--- src/rtl/addsub_serial.sv ---
// Digit-serial adder/subtractor.
// Processes DIGIT bits of the operands per clock, least significant digit
// first. Subtraction adds the inverted subtrahend with the carry register
// seeded by ci^sub, so sub=1 gives a-b-ci and co=0 signals a borrow.
//
//   state | meaning
//   IDLE  | waiting for start
//   RUN   | one digit added per clock, busy=1
//   DONE  | s/co/ov freshly loaded, done=1 for this cycle
module addsub_serial #(
    parameter int WIDTH = 16,
    parameter int DIGIT = 4
) (
    input  logic             clk,
    input  logic             rst,
    input  logic             start,
    input  logic [WIDTH-1:0] a,
    input  logic [WIDTH-1:0] b,
    input  logic             ci,
    input  logic             sub,
    output logic [WIDTH-1:0] s,
    output logic             co,
    output logic             ov,
    output logic             busy,
    output logic             done
);

    localparam int N    = WIDTH / DIGIT;
    localparam int IDXW = (N > 1) ? $clog2(N) : 1;

    typedef enum logic [1:0] {
        IDLE = 2'd0,
        RUN  = 2'd1,
        DONE = 2'd2
    } state_t;

    state_t           state_q, state_d;
    logic [WIDTH-1:0] a_q, a_d;
    logic [WIDTH-1:0] b_q, b_d;
    logic [WIDTH-1:0] acc_q, acc_d;
    logic [WIDTH-1:0] s_q, s_d;
    logic             sub_q, sub_d;
    logic             carry_q, carry_d;
    logic             co_q, co_d;
    logic             ov_q, ov_d;
    logic [IDXW-1:0]  idx_q, idx_d;

    logic [DIGIT-1:0] a_dig;
    logic [DIGIT-1:0] b_dig;
    logic [DIGIT:0]   dig_sum;
    logic             last_dig;
    logic             c_msb;

    // Digit slice of the current index and its sum with the running carry.
    // The carry into the top bit falls out of sum = a ^ b ^ carry_in, which
    // holds for any DIGIT including DIGIT=1.
    always_comb begin
        a_dig    = a_q[int'(idx_q)*DIGIT +: DIGIT];
        b_dig    = b_q[int'(idx_q)*DIGIT +: DIGIT] ^ {DIGIT{sub_q}};
        dig_sum  = {1'b0, a_dig} + {1'b0, b_dig} + {{DIGIT{1'b0}}, carry_q};
        last_dig = (idx_q == IDXW'(N - 1));
        c_msb    = a_dig[DIGIT-1] ^ b_dig[DIGIT-1] ^ dig_sum[DIGIT-1];
    end

    // Next-state logic: operand capture, per-digit accumulation, result load.
    always_comb begin
        state_d = state_q;
        a_d     = a_q;
        b_d     = b_q;
        acc_d   = acc_q;
        s_d     = s_q;
        sub_d   = sub_q;
        carry_d = carry_q;
        co_d    = co_q;
        ov_d    = ov_q;
        idx_d   = idx_q;
        case (state_q)
            IDLE, DONE: begin
                if (start) begin
                    a_d     = a;
                    b_d     = b;
                    sub_d   = sub;
                    carry_d = ci ^ sub;
                    idx_d   = '0;
                    acc_d   = '0;
                    state_d = RUN;
                end else begin
                    state_d = IDLE;
                end
            end
            RUN: begin
                acc_d[int'(idx_q)*DIGIT +: DIGIT] = dig_sum[DIGIT-1:0];
                carry_d = dig_sum[DIGIT];
                if (last_dig) begin
                    s_d     = acc_d;
                    co_d    = dig_sum[DIGIT];
                    ov_d    = c_msb ^ dig_sum[DIGIT];
                    idx_d   = '0;
                    state_d = DONE;
                end else begin
                    idx_d = idx_q + 1'b1;
                end
            end
            default: state_d = IDLE;
        endcase
    end

    // State and datapath registers with synchronous reset.
    always_ff @(posedge clk) begin
        if (rst) begin
            state_q <= IDLE;
            a_q     <= '0;
            b_q     <= '0;
            acc_q   <= '0;
            s_q     <= '0;
            sub_q   <= 1'b0;
            carry_q <= 1'b0;
            co_q    <= 1'b0;
            ov_q    <= 1'b0;
            idx_q   <= '0;
        end else begin
            state_q <= state_d;
            a_q     <= a_d;
            b_q     <= b_d;
            acc_q   <= acc_d;
            s_q     <= s_d;
            sub_q   <= sub_d;
            carry_q <= carry_d;
            co_q    <= co_d;
            ov_q    <= ov_d;
            idx_q   <= idx_d;
        end
    end

    assign s    = s_q;
    assign co   = co_q;
    assign ov   = ov_q;
    assign busy = (state_q == RUN);
    assign done = (state_q == DONE);

endmodule

--- config.mk ---
export PLATFORM = sky130hd
export DESIGN_NAME = addsub_serial
export DESIGN_NICKNAME = d
export VERILOG_FILES = /design/src/rtl/addsub_serial.sv
export SDC_FILE = /design/constraint.sdc
export NUM_CORES = 1
export LEC_CHECK = 0
export ABC_CLOCK_PERIOD_IN_PS = 2700
export BUFFER_PORTS_ARGS = -buffer_cell sky130_fd_sc_hd__buf_2
export CAP_MARGIN = 10
export CORE_MARGIN = 3
export CORE_UTILIZATION = 50
export CTS_CLUSTER_DIAMETER = 60
export CTS_CLUSTER_SIZE = 16
export DETAILED_ROUTE_END_ITERATION = 8
export GPL_ROUTABILITY_DRIVEN = 0
export PLACE_DENSITY = 0.75
export SETUP_SLACK_MARGIN = 0.15
export SYNTH_ARGS = -nofsm -noshare
export SYNTH_HDL_FRONTEND = slang
export SYNTH_SLANG_ARGS = --single-unit
--- constraint.sdc ---
create_clock -name clk -period 2.7 [get_ports clk]
set_input_delay 0.54 -clock clk [delete_from_list [all_inputs] [get_ports clk]]
set_output_delay 0.54 -clock clk [all_outputs]
set_load 0.02 [all_outputs]
After elaboration in Yosys (flattened, before gate mapping). Index checks and enable logic that the tools add are counted.

$add $sub $neg: 4. Eq/ne operators: 5. Shift operators: 4. Muxes and demuxes: 11. Bitwise operators: 5. Reduce and logical (&&, ||, !) cells: 6.

Operator list (number): $neg A4 Y33 (1); $shift A4 B33 Y16 const A (1); $shiftx A4 B33 Y16 (1); $pmux W16 S2 (1); $shiftx A16 B5 Y4 (2); $bwmux W16 (1); $mux W16 (1); $pmux W2 S2 (2); $mux W2 (3); $reduce_and A2 Y1 (3); $add A4 B4 Y5 (1); $add A5 B1 Y5 (1); $eq A2 B2 Y1 const B (2); $xor A1 B1 Y1 (4); $xor A4 B4 Y4 (1); $add A2 B1 Y2 const B (1); $eq A2 B1 Y1 const B (1); $logic_not A2 Y1 (1); $mux W1 (2); $ne A2 B1 Y1 const B (1); $ne A2 B2 Y1 const B (1); $pmux W1 S2 (1); $reduce_bool A2 Y1 (1); $reduce_or A2 Y1 (1).

Register bits: 72. Bits of input ports: 37. Output and inout bits: 20. Word-level logic and storage cells: 45.

Longest topological paths before layout.
Word-level depth: 7. Mapped depth: 9. Depth with buffers taken out: 8.

Worst setup path after synthesis. No wires, ideal clock.

Kind: register to register. Start: register idx_q[0]. End: register ov_q, in the netlist ov. Data arrival time: 2.774 ns. Data required time: 2.614 ns. Slack: -0.159 ns. Cell stages (with the launch flop): 10. Clock period less this slack: 2.859 ns. Cell sequence: dfxtp_1 buf_4 mux4_2 xnor2_1 fa_1 fa_1 nand2b_1 a21oi_1 xnor2_1 a211oi_1.

Word-level cells in the longest chain between the ends: 6. Elaborated cells on any way between the ends: 10. Those cells by class: add/sub: 2; eq/ne: 1; shift: 2; bitwise: 4; reduce/logical: 1.

RTL lines: from (decl) (line 46) `logic [IDXW-1:0] idx_q, idx_d;`; from (signal assigned) (line 131) `idx_q <= idx_d;`; $shiftx A16 B5 Y4 (line 59) `b_dig = b_q[int'(idx_q)*DIGIT +: DIGIT] ^ {DIGIT{sub_q}};`; $xor A4 B4 Y4 (line 59); $add A4 B4 Y5 (line 60) `dig_sum = {1'b0, a_dig} + {1'b0, b_dig} + {{DIGIT{1'b0}}, carry_q};`; $add A5 B1 Y5 (line 60); $xor A1 B1 Y1 (line 62) `c_msb = a_dig[DIGIT-1] ^ b_dig[DIGIT-1] ^ dig_sum[DIGIT-1];`; $xor A1 B1 Y1 (line 97) `ov_d = c_msb ^ dig_sum[DIGIT];`; to (signal assigned) (line 130) `ov_q <= ov_d;`; to (decl) (line 45) `logic ov_q, ov_d;`.

Several ways; a longest one is shown, not always the timed one. A chain may end at the register's enable or synchronous reset.

Worst setup path after layout.
Start: register idx_q[0]. End: register acc_q[10].

Word-level cells in the longest chain between the ends: 7. Elaborated cells on any way between the ends: 10. Those cells by class: add/sub: 3; shift: 4; mux: 2; bitwise: 1.

RTL lines: $shiftx A16 B5 Y4 (line 59); $xor A4 B4 Y4 (line 59); $add A4 B4 Y5 (line 60); $add A5 B1 Y5 (line 60); $shiftx A4 B33 Y16 (line 92) `acc_d[int'(idx_q)*DIGIT +: DIGIT] = dig_sum[DIGIT-1:0];`; $bwmux W16 * (line 92); $pmux W16 S2 * (line 77) `case (state_q)`; to (signal assigned) (line 114) `acc_q <= '0;`; to (signal assigned) (line 125) `acc_q <= acc_d;`; to (decl) (line 40) `logic [WIDTH-1:0] acc_q, acc_d;`.

Every way passes the cells marked *; elsewhere a longest branch is shown, timed or not.

==> key figures <==
Status
  – Status: finished, final reports clean

Drt
  – Wire length on met1: ~3.3 mm
  – Highest Signal Layer: met4
  – DR WL met2: 3.86 mm
  – DRT Wirelength: roughly 7.7 mm
  – Detailed-route via count: between 2,000 and 3,000
  – Initial drt markers: 172
  – Met3 wire length: about 440 um
  – Detailed-route DRC error count: 0
  – Routed len/inst: about 15 um
  – Routed vias/inst: between 5 and 6
  – Post-DRT Antenna Nets: 0
  – Drt pass-1 iters: 4

Setup path
  – Worst EP required: between 2 and 3 ns
  – Reg2Reg Depth: 8
  – Reg2reg start: idx_q[0]$_SDFFE_PP0P_
  – Worst Path Max Fanout: 5
  – Crit Path Category: reg2reg
  – Worst Setup End Kind: flip-flop
  – CP startpoint kind: flip-flop
  – CP arrival: about 2.8 ns
  – R2r setup slk: between 0.07 and 0.08 ns
  – R2r endpoint: acc_q[10]$_SDFFE_PP0P_

STA
  – Worst hold margin: around 0.41 ns
  – Hold Fails Final Rpt: 0
  – Slew margin rel.: 31.6%
  – Unrepaired setup endpoints after global routing: true
  – Final Cycle Share: 97.4%
  – Final Setup Violations: 0
  – Measured slew at the worst slew-check pin: a little over 1 ns
  – Sum Neg Setup Slack: 0 ns
  – Skew final: 0.0108 ns
  – Crit path time final: between 2 and 3 ns
  – Pins Over Slew Limit: 0
  – Max Fclk: between 300 and 400 MHz

Floorplanning
  – Top-level I/O count: 57
  – Die height: 86.9 um
  – Die ar.: around 7600 sq um
  – Die X: just under 90 um
  – Initial Util: 53.4%
  – Row cnt: 28
  – Core Area: ~6100 sq um

Synth
  – Synth Register Bits: roughly 70
  – Mapped cell area: about 3300 sq um
  – Dominant cell type by area after synthesis: dfxtp_1
  – Syn_nets: about 430
  – Count of yosys warnings during synthesis: 0
  – Yosys cell types: 33
  – Syn Area/Cell: ~8.7 sq um
  – Area share of the leading cell type in the synthesized netlist: 44.1%
  – Top area cells in the synthesized netlist: dfxtp_1 (44%), nand2_1 (8.7%), a21oi_1 (7.3%), mux4_2 (4.8%), nor2_1 (4.6%)
  – Post-synthesis sequential area ratio: around 44%
  – Syn Inst Count: roughly 380

Power and ir drop
  – Maximum vdd ir drop: 0.437 mV
  – Power per Cell Area: 594 nW/um^2
  – Static Leak: 1.57 nW

Cells and area
  – Antenna cells: 0
  – FILL cells: between 500 and 600
  – Layout area overhead: 21.6%
  – Layout cells sized above 1: a little over a quarter
  – Final instance area: 3980 sq um
  – Nets: 479

Worst hold path
  – Min-Delay Startpoint: b[15]
  – WHS Path Cells: 3
  – Worst Hold Class: in2reg
  – Hold EP: b_q[15]$_SDFFE_PP0P_

CTS
  – H-tree lvl count: 3
  – CTS tree: yes
  – Clk buf depth: 2
  – Number of CTS-inserted buffers: 9
  – CTS clk-pin slew, worst paths: 0.08 ns
  – Root Driver: clkbuf_8
  – Clock Latency Late Sink: approximately 0.35 ns
  – CTS sink count: slightly above 70

Global routing
  – Largest net degree at the start of global routing: 34
  – Total GRT Usage: about a fifth
  – GR Overflow Total: 0
  – First-pass GRT wire length: about 12 mm
  – Initial antenna violation count: 0
  – Vias in the first global route: roughly 2,700

Placed design
  – Dpl hpwl: slightly above 5 mm
  – Placed cell area: 3630 sq um
  – PortBufs: between 50 and 60

Run
  – Max-cap violations: 0
## placed cells by master (no fill, tap or decap), types with 3 or more instances in the layout
cell	Yosys	final
a221oi_1	5	4
nand2b_1	11	10
o21ai_0	4	4
inv_1	11	11
nand2_1	76	76
o31ai_1	6	3
a211oi_1	9	9
a32oi_1	4	4
mux4_2	7	7
buf_4	2	11
a21oi_1	48	45
clkbuf_8	0	10
buf_2	4	56
nor3_1	5	4
a22oi_1	9	9
o31ai_4	0	4
nand3b_1	6	6
mux2i_1	6	6
dfxtp_1	72	71
nor2_1	40	39
ha_1	9	8
## flip-flops by register name, summed over array words and instances (netlist names)
signal / flops
a_q: 16
s: 16
sub_q: 1
co: 1
acc_q: 16
state_q: 2
carry_q: 1
ov: 1
b_q: 16
idx_q: 2
## cell usage after synthesis, drive strengths merged
library cell	count
nor2	41
and2	2
a211oi	9
nand2	76
ha	9
buf	8
fa	2
nor2b	3
o31ai	8
nand3b	6
a22oi	9
a32oi	4
a221oi	5
nand3	1
xnor2	4
mux4	8
or3b	3
nor3b	1
nor3	5
inv	11
xor2	3
mux2i	6
o21ai	4
dfxtp	72
a21oi	48
nand2b	11
clkbuf	19
## final cells by class
type	count	area (sq um)	share of cell area [%]
Timing Repair Buffer	69	385	9.69
Tap cell	75	93.8	2.36
Sequential cell	72	1450	36.3
Clock inverter	6	67.6	1.70
Multi-Input combinational cell	268	1810	45.4
Inverter	11	41.3	1.04
Clock buffer	10	138	3.46
## routing by layer
metal  up-vias  track usage (%)
met5         -                0
met4         0             6.37
met3         7             6.91
met2        91             33.5
met1      1340             26.9
li1       1393                -
## stage by stage
stage	utilization [%]	power (W)	worst slack (ns)	instances
floorplan	-	0.00138	0.0878	378
CTS	62.9	0.00234	0.158	510
global placement	59.2	0.00146	0.203	492
detailed placement	59.2	0.00147	0.123	492
finish	64.9	0.00236	0.0703	511
global route	64.9	0.00247	0.0106	511
## critical path, stage by stage (launching register included)
cell and delay (ns):
dfxtp_4 0.36, mux4_2 0.52, xnor2_2 0.18, fa_2 0.39, fa_2 0.40, xnor2_2 0.19
and2_4 0.19, a32oi_1 0.17, nor2_1 0.07
## how the worst max path moves through the flow
stage / startpoint / endpoint / slack [ns]
after floorplan: idx_q[0]$_SDFFE_PP0P_ / ov$_SDFFE_PP0P_ / 0.09
after global placement: idx_q[0]$_SDFFE_PP0P_ / acc_q[9]$_SDFFE_PP0P_ / 0.20
after detailed placement: idx_q[0]$_SDFFE_PP0P_ / ov$_SDFFE_PP0P_ / 0.12
after CTS: idx_q[0]$_SDFFE_PP0P_ / acc_q[9]$_SDFFE_PP0P_ / 0.16
after global routing: idx_q[0]$_SDFFE_PP0P_ / acc_q[10]$_SDFFE_PP0P_ / 0.01
final: idx_q[0]$_SDFFE_PP0P_ / acc_q[10]$_SDFFE_PP0P_ / 0.07
## cell families after synthesis
group	Yosys count	share of synthesized area (%)
XOR/XNOR	7	1.87
adder cells (fa/ha/maj)	11	4.67
AO/OA/AOI/OAI	87	16.6
multiplexers	14	7.46
flip-flops	72	44.1
AND/OR/NAND/NOR	149	20.1
buffers and inverters	38	5.20
## power by group
| part | total [W] | switching (W) | leakage, nW | internal [W] |
|---|---|---|---|---|
| clock | 0.000876 | 0.000421 | 0.0989 | 0.000455 |
| combinational | 0.000367 | 0.000220 | 0.885 | 0.000146 |
| sequential | 0.00112 | 0.0000233 | 0.587 | 0.00110 |
| total | 0.00236 | 0.000665 | 1.57 | 0.00170 |
## timing repair
| item | CTS | global route |
|---|---|---|
| pin swaps | 2 | 11 |
| hold buffers | 0 | 0 |
| setup endpoints to repair | 5 | 27 |
| buffers inserted | 2 | 1 |
| gates resized for setup | 1 | 18 |
Power figures use the tool's default switching activity.
